$ cat src/rtl/pipe_hazard_ctrl.sv
// Freeze/flush sequencer for the 5-stage pipeline.
// Merges memory, branch and data-hazard stalls into stage-register controls.
module pipe_hazard_ctrl #(
  parameter int unsigned BR_FLUSH_CYCLES = 1,
  parameter int unsigned MEM_TIMEOUT     = 255,
  parameter int unsigned CNT_W           = 16
) (
  input  logic             clk,
  input  logic             rst,
  input  logic             hazard,
  input  logic             branch_taken,
  input  logic             mem_busy,
  output logic             pc_freeze,
  output logic             if_id_freeze,
  output logic             if_id_flush,
  output logic             id_ex_flush,
  output logic             back_freeze,
  output logic [CNT_W-1:0] stall_cycles,
  output logic [CNT_W-1:0] flush_events,
  output logic             mem_timeout,
  output logic [1:0]       state_dbg
);

  typedef enum logic [1:0] {
    RUN      = 2'd0,
    MEM_WAIT = 2'd1,
    FLUSH    = 2'd2
  } state_e;

  localparam int unsigned BW = $clog2(MEM_TIMEOUT + 1);
  localparam logic [3:0]    REM_LOAD = 4'(BR_FLUSH_CYCLES - 1);
  localparam logic [BW-1:0] TO_MAX   = BW'(MEM_TIMEOUT);

  state_e          state_q, state_d;
  logic [3:0]      rem_q, rem_d;
  logic [BW-1:0]   busy_q, busy_d;
  logic [CNT_W-1:0] stall_q, stall_d;
  logic [CNT_W-1:0] flev_q, flev_d;
  logic            to_q, to_d;

  logic pc_frz, ifid_frz, ifid_fl, idex_fl, bk_frz;
  logic br_acc;
  logic flushing;

  // A wait that interrupted a flush sequence resumes it once memory frees.
  assign flushing = (state_q == FLUSH) ||
                    (state_q == MEM_WAIT && rem_q != 4'd0);

  always_comb begin
    pc_frz   = 1'b0;
    ifid_frz = 1'b0;
    ifid_fl  = 1'b0;
    idex_fl  = 1'b0;
    bk_frz   = 1'b0;
    br_acc   = 1'b0;
    state_d  = state_q;
    rem_d    = rem_q;
    if (mem_busy) begin
      pc_frz   = 1'b1;
      ifid_frz = 1'b1;
      bk_frz   = 1'b1;
      state_d  = MEM_WAIT;
    end else if (flushing) begin
      ifid_frz = 1'b1;
      ifid_fl  = 1'b1;
      idex_fl  = 1'b1;
      rem_d    = rem_q - 4'd1;
      state_d  = (rem_q == 4'd1) ? RUN : FLUSH;
    end else if (branch_taken) begin
      ifid_frz = 1'b1;
      ifid_fl  = 1'b1;
      idex_fl  = 1'b1;
      br_acc   = 1'b1;
      if (BR_FLUSH_CYCLES > 1) begin
        rem_d   = REM_LOAD;
        state_d = FLUSH;
      end else begin
        state_d = RUN;
      end
    end else if (hazard) begin
      pc_frz   = 1'b1;
      ifid_frz = 1'b1;
      idex_fl  = 1'b1;
      state_d  = RUN;
    end else begin
      state_d  = RUN;
    end
  end

  always_comb begin
    busy_d = '0;
    if (mem_busy)
      busy_d = (busy_q == TO_MAX) ? busy_q : busy_q + BW'(1);
    to_d = to_q | (mem_busy && busy_d == TO_MAX);
    stall_d = stall_q;
    if (pc_frz && stall_q != '1)
      stall_d = stall_q + CNT_W'(1);
    flev_d = flev_q;
    if (br_acc && flev_q != '1)
      flev_d = flev_q + CNT_W'(1);
  end

  always_ff @(posedge clk or posedge rst) begin
    if (rst) begin
      state_q <= RUN;
      rem_q   <= '0;
      busy_q  <= '0;
      stall_q <= '0;
      flev_q  <= '0;
      to_q    <= 1'b0;
    end else begin
      state_q <= state_d;
      rem_q   <= rem_d;
      busy_q  <= busy_d;
      stall_q <= stall_d;
      flev_q  <= flev_d;
      to_q    <= to_d;
    end
  end

  assign pc_freeze    = pc_frz   & ~rst;
  assign if_id_freeze = ifid_frz & ~rst;
  assign if_id_flush  = ifid_fl  & ~rst;
  assign id_ex_flush  = idex_fl  & ~rst;
  assign back_freeze  = bk_frz   & ~rst;
  assign stall_cycles = stall_q;
  assign flush_events = flev_q;
  assign mem_timeout  = to_q;
  assign state_dbg    = state_q;

endmodule

$ cat config.mk
export PLATFORM = sky130hd
export DESIGN_NAME = pipe_hazard_ctrl
export DESIGN_NICKNAME = d
export VERILOG_FILES = /design/src/rtl/pipe_hazard_ctrl.sv
export SDC_FILE = /design/constraint.sdc
export NUM_CORES = 1
export LEC_CHECK = 0
export ABC_AREA = 1
export BUFFER_PORTS_ARGS = -buffer_cell sky130_fd_sc_hd__buf_2
export CORE_MARGIN = 2
export CORE_UTILIZATION = 35
export CTS_CLUSTER_DIAMETER = 60
export DETAILED_ROUTE_END_ITERATION = 7
export GPL_TIMING_DRIVEN = 0
export MAX_ROUTING_LAYER = met4
export PLACE_DENSITY_LB_ADDON = 0.05
export SLEW_MARGIN = 15
export SYNTH_ARGS = -nofsm -noshare
export SYNTH_HDL_FRONTEND = slang
export SYNTH_SLANG_ARGS = --single-unit
$ cat constraint.sdc
create_clock -name clk -period 2.03 [get_ports clk]
set_input_delay 0.3045 -clock clk [delete_from_list [all_inputs] [get_ports clk]]
set_output_delay 0.3045 -clock clk [all_outputs]
set_load 0.01 [all_outputs]
# --- Word level (Yosys, flattened, before mapping) ---
# Cells that the tools add are included.
totals:
  reg_bits: 47
  output_inout_bits: 40
  word_cells: 51
op_classes:
  n_addsub: 4
  eq_ne: 7
  n_mux: 19
  bitwise: 8
  n_reduce_logical: 7
op_table:
  columns: ["cell", "count"]
  rows:
  - ["16-bit by 1-bit adder with 16-bit output (second input constant)", 2]
  - ["16-bit != test (second input constant)", 2]
  - ["8-bit == test (second input constant)", 2]
  - ["8-bit two-way mux", 2]
  - ["1-bit two-way mux", 14]
  - ["8-bit by 1-bit adder with 8-bit output (second input constant)", 1]
  - ["2-bit two-way mux", 3]
  - ["1-bit bitwise AND", 5]
  - ["4-bit by 1-bit == test with 1-bit output (second input constant)", 1]
  - ["1-bit logical AND", 4]
  - ["4-bit nonzero test", 1]
  - ["4-bit by 1-bit subtractor with 4-bit output (second input constant)", 1]
  - ["2-bit by 1-bit == test with 1-bit output (second input constant)", 1]
  - ["2-bit == test (second input constant)", 1]
  - ["1-bit inverter", 2]
  - ["2-bit AND reduction", 1]
  - ["1-bit logical OR", 1]
  - ["1-bit OR", 1]

# --- Logic depth before layout (Yosys ltp) ---
logic_depth:
  depth_word: 6
  ltp_mapped: 12

# --- Worst setup path before layout ---
# Ideal clock, no wire load.
synth_path:
  path_kind: "input to output"
  startpoint: "in rst"
  endpoint: "out id_ex_flush"
  arrival_time_ns: 1.822
  required_ns: 1.725
  path_slack_ns: -0.096
  path_stages: 3
  path_buffers: 0
  cell_sequence: "inv_1 -> o21ai_0 -> nor2_1"
synth_via:
  elab_chain_cells: 2
synth_rtl:
  columns: ["element", "line", "source"]
  rows:
  - ["start, declared", "9", "input logic rst,"]
  - ["1-bit inverter", "124", "assign id_ex_flush = idex_fl & ~rst;"]
  - ["1-bit bitwise AND", "124", null]
  - ["end, declared", "16", "output logic id_ex_flush,"]
# No other way between the ends.

# --- Worst setup path after layout ---
layout_path:
  startpoint: "reg rem_q[0]"
  endpoint: "out if_id_freeze"
layout_via:
  elab_chain_cells: 6
layout_rtl:
  columns: ["element", "line", "source"]
  rows:
  - ["start, declared", "35", "logic [3:0] rem_q, rem_d;"]
  - ["start signal, assigned", "113", "rem_q <= rem_d;"]
  - ["4-bit nonzero test", "47", "(state_q == MEM_WAIT && rem_q != 4'd0);"]
  - ["1-bit logical AND", "47", null]
  - ["1-bit logical OR", "46", "assign flushing = (state_q == FLUSH) ||"]
  - ["1-bit two-way mux", "63", "end else if (flushing) begin"]
  - ["1-bit two-way mux", "58", "if (mem_busy) begin"]
  - ["1-bit bitwise AND", "122", "assign if_id_freeze = ifid_frz & ~rst;"]
  - ["end, declared", "14", "output logic if_id_freeze,"]
# No other way between the ends.

==> flow_summary.toml <==
[timing]
fmax_ghz = 0.510
period_share_pct = 96.5
setup_ws_ns = 0.0705
tns_ns = 0
finalCriticalPeriod_ns = 1.96
hold_viol_final = 0
setup_viol = 0
tightest_slew_ns = 0.556
rsz0062_at_grt = "yes"
slew_violations = 0
slew_headroom_pct = 62.9
fin_skew_ns = 0.00347

[pwr]
p_sw_mw = 1.01
p_leak_nw = 1.73
p_seq_share_pct = 43.9
internal_power_mw = 1.96
pwr-share-clk_pct = 27.8
comb_power_share_pct = 28.3
finalPower_mw = 2.97
ir_worst_vdd_uv = 538
p_sw_share_pct = 33.9
powerDensity_nw_per_um2 = 877

[place]
gp_congestion = 0.844
dp_slack_ns = -0.358
io_buffers = 44
place_hpwl_mm = 4.65
post_dp_cell_area_um2 = 3170

[critical_path]
crit_type = "flop to primary output"
critPathArrivalTime_ns = 1.65
ff2ff_setup_slack_ns = 0.19
crit_family = "flip-flops"
cp_slowest_cell = "dfrtp_1"
start_kind = "flop"
path_cells = "inv_2 -> ha_4 -> nand3_2 -> nand3_2 -> nand2_2 -> nor2_1 -> inv_1 -> o21ai_2 -> o21ai_1 -> buf_2"
path_buf_inv = 3
r2r-start = "flush_events[0]"
end_kind = "primary output"
regToRegEndpoint = "flush_events[13]"
slowest_delay_ns = 0.40
cpMostUsedCell = "nand3_2"
r2r.worst_path.cells = 10
cp_max_fo = 3
required_ns = 1.73

[route]
drt-total-wl_mm = 6.48
ant_nets = 0
first_iter_violations = 76
drcViolationCount = 0
num_vias = 2504
first_pass_iters = 4
via_per_inst = 4.59
wl_per_cell_um = 11.9

[die]
core_um2 = 7770
start_util_pct = 36.3
die_height_um = 93.8
dieArea_um2 = 8800
fp.dieW_um = 93.8
ios = 45
rows = 32

[clocking]
cts_made_buffers = 5
cts_hold_buf = 0
ctsHtreeMaxLevel = 2
cts_buffer_depth = 2
clk_pin_slew_ns = 0.09
cts_sinks = 47
clockRootBuffer = "clkbuf_8"
tritoncts = "done"
clock_latency_ns = 0.30

[synth]
syn_avg_cell_area_um2 = 7.31
netlist_top_cells_area = "dfrtp_1 42%, nand2_1 19%, nor2_1 6.1%, xor2_1 5.3%, inv_1 5.2%"
netlist_instances = 386
synth_largest_area_cell = "dfrtp_1"
synth.top_cell.area_share_pct = 41.7
syn_area_um2 = 2820
syn_nets = 396
synth_cell_types = 29
seq_area_frac_synth_pct = 41.7
yosysWarnings = 0
ys_ff_latch = 47

[outcome]
status = "finished, final reports clean"

[finish]
fin_util_pct = 43.6
nNetsFinal = 453
syn2layout_area_growth_pct = 19.9
fin_area_um2 = 3380
final_layout_size_suffix_gt1_share_pct = 19.6
fillers = 828
antenna_cells = 0

[global_routing]
grtUsageTotal_pct = 16.4
grt_pass1_wl_mm = 11.4
grt_pass1_vias = 2483
grt_overflow = 0
antenna_found_initial = 0
grt_max_degree = 26

[hold_path]
hp-class = "primary input to async pin"

[job]
drv_cap = 0
-- sequential cells by signal (all words and copies together) (netlist names) --
name          cells
busy_q            8
state_dbg         2
flush_events     16
stall_cycles     16
mem_timeout       1
rem_q             4
-- layout by cell type, fill, tap and decap left out, types with 3 or more instances in the layout --
master      n
a21oi_1     6
buf_2      45
buf_4       6
buf_6       3
clkbuf_8    5
dfrtp_1    46
ha_1        4
inv_1      36
inv_2       5
nand2_1   142
nand3_1    20
nand3_2     5
nand4_1     7
nor2_1     46
nor3_1      3
o21ai_0    11
xnor2_1    11
xor2_1     17
-- per-layer routing --
layer | up-vias | wire length [um] | GRT usage, %
met4 | 0 | 53 | 4.23
li1 | 1316 | - | -
met2 | 43 | 3160 | 27.9
met3 | 5 | 229 | 2.57
met1 | 1140 | 3040 | 20.6
met5 | - | 0 | -
-- repair_timing --
action,CTS,global route
pin swaps,0,3
gates resized for setup,5,7
endpoints found under the hold margin,0,0
cloned,1,0
endpoints found under the setup margin,3,17
setup buffers,3,2
-- kinds of logic (layout without fill, tap and decap cells) --
group           after synthesis  after routing  synth area share (%)
compound gates               22             22                  4.08
xor+xnor                     28             28                  8.69
fa+ha+maj                     5              5                  2.22
buf+inv                      50            108                  8.07
flops                        47             47                  41.7
simple gates                234            234                  35.3
-- layout make-up --
class                      instances  area, um^2  share of cell area, %
tap                              102         128                   3.77
inverter                          43         165                   4.88
multi-input combinational        289        1450                   42.8
clock inverter                     2        60.1                   1.77
sequential                        47        1180                   34.8
timing repair inverter             1        7.51                  0.222
clock buffer                       6        72.6                   2.14
buffer                             7        68.8                   2.03
timing repair buffer              49         258                   7.62
-- cells in the mapped netlist, drive strengths merged --
cell type  count
nand2        144
dfrtp         47
nor2          47
inv           42
nand3         25
xor2          17
o21ai         15
xnor2         11
buf            7
nand4          7
a21oi          6
ha             5
nor3           5
and2           2
nor3b          2
a31oi          1
and3           1
clkinv         1
or2            1
-- power groups by stage --
stage          clock network [mW]  logic (mW)  registers [mW]
2_1_floorplan                   0       0.464            1.33
3_3_place_gp                    0       0.733            1.32
3_5_place_dp                    0       0.742            1.32
4_1_cts                     0.862       0.797            1.30
5_1_grt                     0.890       0.972            1.34
6_report                    0.827       0.841            1.30
-- worst reg2reg max path, stage by stage, from the launching register on --
cell	delay, ns
dfrtp_2	0.46
ha_1	0.29
nand3_2	0.14
inv_2	0.08
nand2_1	0.10
nor3b_2	0.17
nor2_1	0.09
buf_6	0.14
buf_8	0.14
nand2_1	0.07
nand2_1	0.06
-- worst max path at each step --
| stage | endpoint | startpoint | cells past startpoint |
|---|---|---|---|
| floorplan | if_id_freeze | rst | 3 |
| global placement | if_id_freeze | rst | 5 |
| detailed placement | if_id_freeze | rst | 5 |
| CTS | if_id_freeze | rem_q[1] | 10 |
| global route | if_id_freeze | rem_q[0] | 10 |
| finish | if_id_freeze | rem_q[0] | 10 |
-- per-stage QoR --
stage               hold WS [ns]  instances
CTS                        0.116        544
global route               0.111        546
global placement           0.433        532
floorplan                  0.335        386
detailed placement         0.436        532
finish                     0.123        546
Note: power is estimated with default switching activity, not from simulation.
